$ cat src/rtl/fetch_line_buffer.sv
// fetch_line_buffer: holds one 64-byte line from addr_to_data and streams
// 32-bit instructions to decode over a valid/ready handshake. Misses issue a
// single-cycle line-fill request and wait for fill_ready. Redirects retarget
// the PC in any state. A fill that is already in flight always runs to
// completion, because addr_to_data cannot abort one.
// Optional build macro FETCH_STATS_EN adds the fill_count and served_count
// outputs.
module fetch_line_buffer #(
  parameter int BUS_DATA_WIDTH    = 64,
  parameter int LINE_WIDTH        = BUS_DATA_WIDTH * 8,
  parameter int INSTRUCTION_WIDTH = 32
) (
  input  logic                         clk,
  input  logic                         reset,
  input  logic [BUS_DATA_WIDTH-1:0]    entry_pc,
  output logic                         fill_enable,
  output logic [BUS_DATA_WIDTH-1:0]    fill_addr,
  input  logic                         fill_ready,
  input  logic [LINE_WIDTH-1:0]        fill_data,
  input  logic                         redirect_valid,
  input  logic [BUS_DATA_WIDTH-1:0]    redirect_pc,
  output logic                         instr_valid,
  input  logic                         instr_ready,
  output logic [INSTRUCTION_WIDTH-1:0] instr,
  output logic [BUS_DATA_WIDTH-1:0]    instr_pc
`ifdef FETCH_STATS_EN
  ,
  output logic [31:0]                  fill_count,
  output logic [31:0]                  served_count
`endif
);

  localparam int TAG_W = BUS_DATA_WIDTH - 6;
  localparam logic [BUS_DATA_WIDTH-1:0] ALIGN_MASK = ~BUS_DATA_WIDTH'(3);

  typedef enum logic [1:0] {
    SERVE     = 2'd0,
    FILL_REQ  = 2'd1,
    FILL_WAIT = 2'd2
  } state_t;

  state_t                      state;
  logic [BUS_DATA_WIDTH-1:0]   pc;
  logic                        line_valid;
  logic [TAG_W-1:0]            line_tag;
  logic [LINE_WIDTH-1:0]       line;
  logic                        hit;
  logic                        fire;
  logic [INSTRUCTION_WIDTH-1:0] word;

  // Hit detect and instruction selection. Outputs read as zero whenever
  // nothing is being offered, so that instr and instr_pc are clean after reset.
  always_comb begin
    hit         = line_valid && (line_tag == pc[BUS_DATA_WIDTH-1:6]);
    word        = line[{pc[5:2], 5'd0} +: INSTRUCTION_WIDTH];
    instr_valid = (state == SERVE) && hit && !redirect_valid;
    instr       = instr_valid ? word : '0;
    instr_pc    = instr_valid ? pc : '0;
    fire        = instr_valid && instr_ready;
  end

  // PC tracking, the fill FSM and the line storage. A redirect takes priority
  // over a sequential advance.
  always_ff @(posedge clk) begin
    if (!reset) begin
      state       <= SERVE;
      pc          <= entry_pc & ALIGN_MASK;
      line_valid  <= 1'b0;
      line_tag    <= '0;
      line        <= '0;
      fill_enable <= 1'b0;
      fill_addr   <= '0;
    end else begin
      if (redirect_valid)
        pc <= redirect_pc & ALIGN_MASK;
      else if (fire)
        pc <= pc + BUS_DATA_WIDTH'(4);

      case (state)
        SERVE: begin
          if (!hit && !redirect_valid) begin
            state       <= FILL_REQ;
            fill_enable <= 1'b1;
            fill_addr   <= {pc[BUS_DATA_WIDTH-1:6], 6'b0};
          end
        end
        FILL_REQ: begin
          fill_enable <= 1'b0;
          state       <= FILL_WAIT;
        end
        FILL_WAIT: begin
          if (fill_ready) begin
            line       <= fill_data;
            line_tag   <= fill_addr[BUS_DATA_WIDTH-1:6];
            line_valid <= 1'b1;
            state      <= SERVE;
          end
        end
        default: begin
          fill_enable <= 1'b0;
          state       <= SERVE;
        end
      endcase
    end
  end

`ifdef FETCH_STATS_EN
  // Free-running wrap-around counters of fill requests and accepted instructions.
  always_ff @(posedge clk) begin
    if (!reset) begin
      fill_count   <= '0;
      served_count <= '0;
    end else begin
      if (state == FILL_REQ)
        fill_count <= fill_count + 32'd1;
      if (fire)
        served_count <= served_count + 32'd1;
    end
  end
`endif

endmodule

$ cat config.mk
export PLATFORM = sky130hd
export DESIGN_NAME = fetch_line_buffer
export DESIGN_NICKNAME = d
export VERILOG_FILES = /design/src/rtl/fetch_line_buffer.sv
export SDC_FILE = /design/constraint.sdc
export NUM_CORES = 2
export LEC_CHECK = 0
export BUFFER_PORTS_ARGS = -buffer_cell sky130_fd_sc_hd__buf_2
export CORE_AREA = 2 2 312 314
export DETAILED_ROUTE_END_ITERATION = 12
export DIE_AREA = 0 0 314 316
export GPL_ROUTABILITY_DRIVEN = 0
export GPL_TIMING_DRIVEN = 0
export PLACE_DENSITY = 0.62
export SYNTH_ARGS = -nofsm -noshare
export SYNTH_HDL_FRONTEND = slang
export SYNTH_SLANG_ARGS = --single-unit
$ cat constraint.sdc
create_clock -name clk -period 8.04 [get_ports clk]
set_clock_uncertainty 0.1 [all_clocks]
set_input_delay 1.608 -clock clk [delete_from_list [all_inputs] [get_ports clk]]
set_output_delay 1.608 -clock clk [all_outputs]
set_load 0.02 [all_outputs]
### Yosys cells after proc, flatten, opt, wreduce, memory -nomap -nowiden

Cells that the tools add are included.

| operators by class | value |
|---|---|
| add/sub/neg operators | 1 |
| shifts and indexed selects | 1 |
| div/mod/pow operators | 0 |
| equality and inequality tests | 6 |
| multiplexer cells | 10 |
| bitwise operators | 2 |
| multipliers | 0 |
| order comparisons | 0 |
| reduce and logical (&&, ||, !) cells | 13 |

Operator list:

| cell | count |
|---|---|
| variable part select 512 x 10 -> 32 bit | 1 |
| two-way mux 64 bit | 4 |
| adder 64 x 3 -> 64 bit, second input constant | 1 |
| == test 58 bit | 1 |
| two-way mux 32 bit | 1 |
| AND reduction 2 bit | 4 |
| case mux 2 bit (3 select lines) | 1 |
| logical AND 1 bit | 5 |
| two-way mux 2 bit | 2 |
| inequality test 3 x 1 -> 1 bit, second input constant | 1 |
| == test 2 x 1 -> 1 bit, second input constant | 1 |
| == test 2 bit, second input constant | 1 |
| logical NOT 1 bit | 2 |
| logical NOT 2 bit | 1 |
| inequality test 2 x 1 -> 1 bit, second input constant | 1 |
| inequality test 2 bit, second input constant | 1 |
| NOT 1 bit | 2 |
| case mux 1 bit (2 select lines) | 1 |
| OR reduction 2 bit | 1 |
| two-way mux 1 bit | 1 |

| storage, ports and cells | value |
|---|---|
| latch bits | 0 |
| memories kept | 0 |
| output and inout bits | 162 |
| register bits | 696 |
| bits in writable memories | 0 |
| input port bits | 645 |
| ROM bits | 0 |

### Depth between registers and ports, before layout

| logic depth | value |
|---|---|
| word-level depth | 8 |
| gate-level depth with buffers | 10 |
| gate-level depth less buffers | 7 |

### Worst setup path after synthesis

Ideal clock, no wire load.

| timing | value |
|---|---|
| kind | input port to output port |
| start point | input port redirect_valid |
| end point | output port instr_pc[33] |
| data required time | 6.332 ns |
| slack | 3.268 ns |
| arrival | 3.064 ns |
| stages | 4 |
| path through | or3_1 -> buf_1 -> clkbuf_1 -> nor4_1 |

| between the ends | value |
|---|---|
| cells in the longest elaborated chain, start to end | 3 |

RTL lines:

| what | RTL line | text |
|---|---|---|
| start: declaration | 20 | `input logic redirect_valid,` |
| logical NOT 1 bit | 56 | `instr_valid = (state == SERVE) && hit && !redirect_valid;` |
| logical AND 1 bit | 56 |  |
| two-way mux 64 bit | 58 | `instr_pc = instr_valid ? pc : '0;` |
| end: declaration | 25 | `output logic [BUS_DATA_WIDTH-1:0] instr_pc` |

Every way passes these cells.

### Worst setup path after layout

| timing | value |
|---|---|
| start point | register pc[3] |
| end point | output port instr[30] |

| between the ends | value |
|---|---|
| cells in the longest elaborated chain, start to end | 2 |

RTL lines:

| what | RTL line | text |
|---|---|---|
| start: declaration | 43 | `logic [BUS_DATA_WIDTH-1:0] pc;` |
| start signal: assignment | 67 | `pc <= entry_pc & ALIGN_MASK;` |
| start signal: assignment | 75 | `pc <= redirect_pc & ALIGN_MASK;` |
| start signal: assignment | 77 | `pc <= pc + BUS_DATA_WIDTH'(4);` |
| variable part select 512 x 10 -> 32 bit | 55 | `word = line[{pc[5:2], 5'd0} +: INSTRUCTION_WIDTH];` |
| two-way mux 32 bit | 57 | `instr = instr_valid ? word : '0;` |
| end: declaration | 24 | `output logic [INSTRUCTION_WIDTH-1:0] instr,` |

Every way passes these cells.

==> out/metrics.yaml <==
global_route:
  busiest_metal_layer_after_global_routing: "met2"
  grt_antenna_before_repair: 53
  grt_first_pass_wirelength_mm: 204
  m1_gr_usage_pct: 37.4
  grt_use_total_pct: 28.7
  grt_util_met2_pct: 47.5
  grt_max_degree: 63
  grt_remaining_overflow: 0
  via_count_of_the_first_global_routing_pass: 29200
  global_route_met3_usage_pct: 5.41
floorplanning:
  die_area_um2: 99200
  die_w_um: 314
  initial_utilization_pct: 34.1
  fp-row-count: 114
  chipHeight_um: 316
  boundaryPins: 807
  core_region_area_um2: 96000
yosys:
  postSynthAreaPerCell_um2: 9.03
  synth-seq-cells: 694
  synthDominantCellAreaShare_pct: 38.7
  post_synth_instance_area_um2: 32700
  postSynth.topFlopCell: "dfxtp_1"
  synth.lib_cells_used.distinct: 57
  synth_enable_flop_cells: 62
  ys_async_rst_share_pct: 0
  synth_largest_area_cell: "dfxtp_1"
  ys_seq_area_share_pct: 44.4
  netlist_instances: 3621
  netlist_top_cells_area: "dfxtp_1 (39%), nand2_1 (15%), a21boi_0 (13%), mux4_2 (11%), edfxtp_1 (5.7%)"
  yosysWarnings: 0
critical_path:
  nature_of_the_critical_path_endpoint: "primary output"
  critical_path.startpoint_type: "flip-flop"
  path_delay_family: "buffers and inverters"
  path_buf_inv: 4
  timing.critical_path.depth: 7
  critPathSlowestCell: "buf_1"
  crit_path_max_fanout: 10
  rr_worst_depth: 8
  crit_path_max_incr_delay_ps: 1100
  critical_path_arrival_ps: 5030
  chain_of_cells_forming_the_critical_path: "clkbuf_1 > clkbuf_1 > buf_1 > mux4_2 > mux4_2 > and2_1 > buf_2"
  worstSetupPathType: "flip-flop to primary output"
  timing.critical_path.required_ps: 6330
clock_tree:
  path_clk_slew_ps: 60
  htree_num_levels: 3
  tritoncts: "built"
  cts_buffers: 78
  max-clock-path-buffers: 3
  insertion_delay_ps: 660
  cts_root_buffer: "clkbuf_16"
  holdBufCountCts: 0
  cts_setup_buffers: 0
  clock_sink_count: 694
  post_cts.resized_instances: 0
power:
  sw_frac_of_total_pct: 26.8
  design_power_total_uw: 8470
  p_sw_uw: 2270
  p_leak_uw: 0.0153
  power_frac_seq_pct: 43.9
  clock_power_share_pct: 43.9
  powerDensity_nw_per_um2: 207
  intPower_uw: 6200
  p_comb_share_pct: 12.3
  vdd.ir_drop.worst_v: 0.000166
route:
  drc: 0
  detail_route.wl_per_cell_um: 25.1
  drt.antenna.violating_nets: 0
  finalWirelength_mm: 147
  detailedRoute.firstIterationViolations: 2595
  dr_total_vias: 30600
  detailedRoute.firstPassIterationCount: 6
  drt-vias-per-instance: 5.23
timing:
  setup_total_negative_slack_ps: 0
  max_freq_mhz: 149
  timing.final.crit_share_pct: 83.7
  period_minus_slack_ps: 6730
  final_max_slew_viol_count: 0
  report.final.hold_viol_count: 0
  rsz0062_at_grt: "false"
  tightestPinTransition_ps: 1410
  max-slew-margin-rel_pct: 6.17
  finalSetupViolCount: 0
cells_and_area:
  finish.utilization_pct: 42.7
  layout.cells.most_common: "nand2_1"
  postLayoutCellArea_um2: 41000
  final_cell_count_without_fillers: 5865
  area.growth.synth_to_final_pct: 25.5
  drive_gt1_share_pct: 25.2
  layout.cells.most_common_list: "nand2_1 (1,289), buf_2 (817), dfxtp_1 (632), a21boi_0 (570), clkbuf_1 (264)"
  fill_cell_total_of_the_finished_layout: 9700
  nets: 5147
placed_design:
  post_dp_cell_area_um2: 38300
  numPlacedInstances: 5697
  hpwlAfterDp_mm: 118
  port_buffers: 793
outcome:
  outcome: "completed"
min_path:
  min-delay-path-class: "flip-flop to flip-flop"
  min_delay_path_depth: 2
job:
  max_cap_viol_count: 0
layout make-up:
cell class	instances	area [um^2]	area share [%]
clock inverter	24	292	0.711
tap	1276	1600	3.89
sequential	694	14500	35.4
timing repair buffer	793	3970	9.67
buffer	311	1290	3.14
antenna	27	67.6	0.165
multi-input combinational	2594	16800	41.0
clock buffer	117	2360	5.76
inverter	29	109	0.265
per-layer routing:
| layer | wire, um | up-vias |
|---|---|---|
| met5 | 62 | - |
| met4 | 5060 | 10 |
| met3 | 12900 | 253 |
| met2 | 68700 | 1435 |
| met1 | 60200 | 15000 |
| li1 | - | 14000 |
power groups by stage:
stage | clock, uW | sequential, uW | combinational [uW]
after floorplan | 0 | 3780 | 526
after global placement | 0 | 3790 | 1030
after detailed placement | 0 | 3790 | 1030
after CTS | 3750 | 3710 | 1040
after global routing | 3880 | 3730 | 1100
final | 3720 | 3720 | 1040
kinds of logic after synthesis:
family | synth area share (%)
compound gates | 15.3
other cells | 0.0115
flops | 44.4
xor+xnor | 2.76
fa+ha+maj | 0.0383
simple gates | 19.9
buf+inv | 4.27
mux | 13.3
cells in the mapped netlist (24+ instances only):
cell type	instances
a21boi_0	570
nor4_1	31
buf_2	24
o21ai_0	51
mux4_2	160
nand2_1	1289
inv_1	27
edfxtp_1	62
mux2i_1	61
and2_1	80
clkbuf_1	247
a21oi_1	41
dfxtp_1	632
xnor2_1	87
nor2b_1	45
per-stage QoR:
stage,setup WS (ps),hold WS [ps]
after floorplan,3270,334
after global placement,1470,342
after detailed placement,1890,351
after CTS,1160,361
after global routing,1170,375
final,1310,361
path summary, 6_finish.rpt:
kind                                               end                   start  slack (ps)
worst max-delay path                         instr[30]         pc[3]$_DFFE_PP_        1310
worst min-delay path            line[473]$_SDFFE_PN0P_  line[473]$_SDFFE_PN0P_         360
worst max register to register         pc[5]$_DFFE_PP_        pc[10]$_DFFE_PP_        3310
worst min register to register  line[473]$_SDFFE_PN0P_  line[473]$_SDFFE_PN0P_         360
sequential cells by signal, summed over array words and instances (netlist names):
signal,count
pc,62
line,512
line_tag,58
fill_addr,58
state,2
line_valid,1
fill_enable,1
worst reg2reg max path, stage by stage, from the launching register on:
cell	delay, ps
edfxtp_1	340
buf_2	200
xnor2_1	470
nand4_1	240
nor4_1	440
nand4_2	450
nor3_4	890
buf_4	410
a21o_4	760
(Power assumes the default switching activity.)
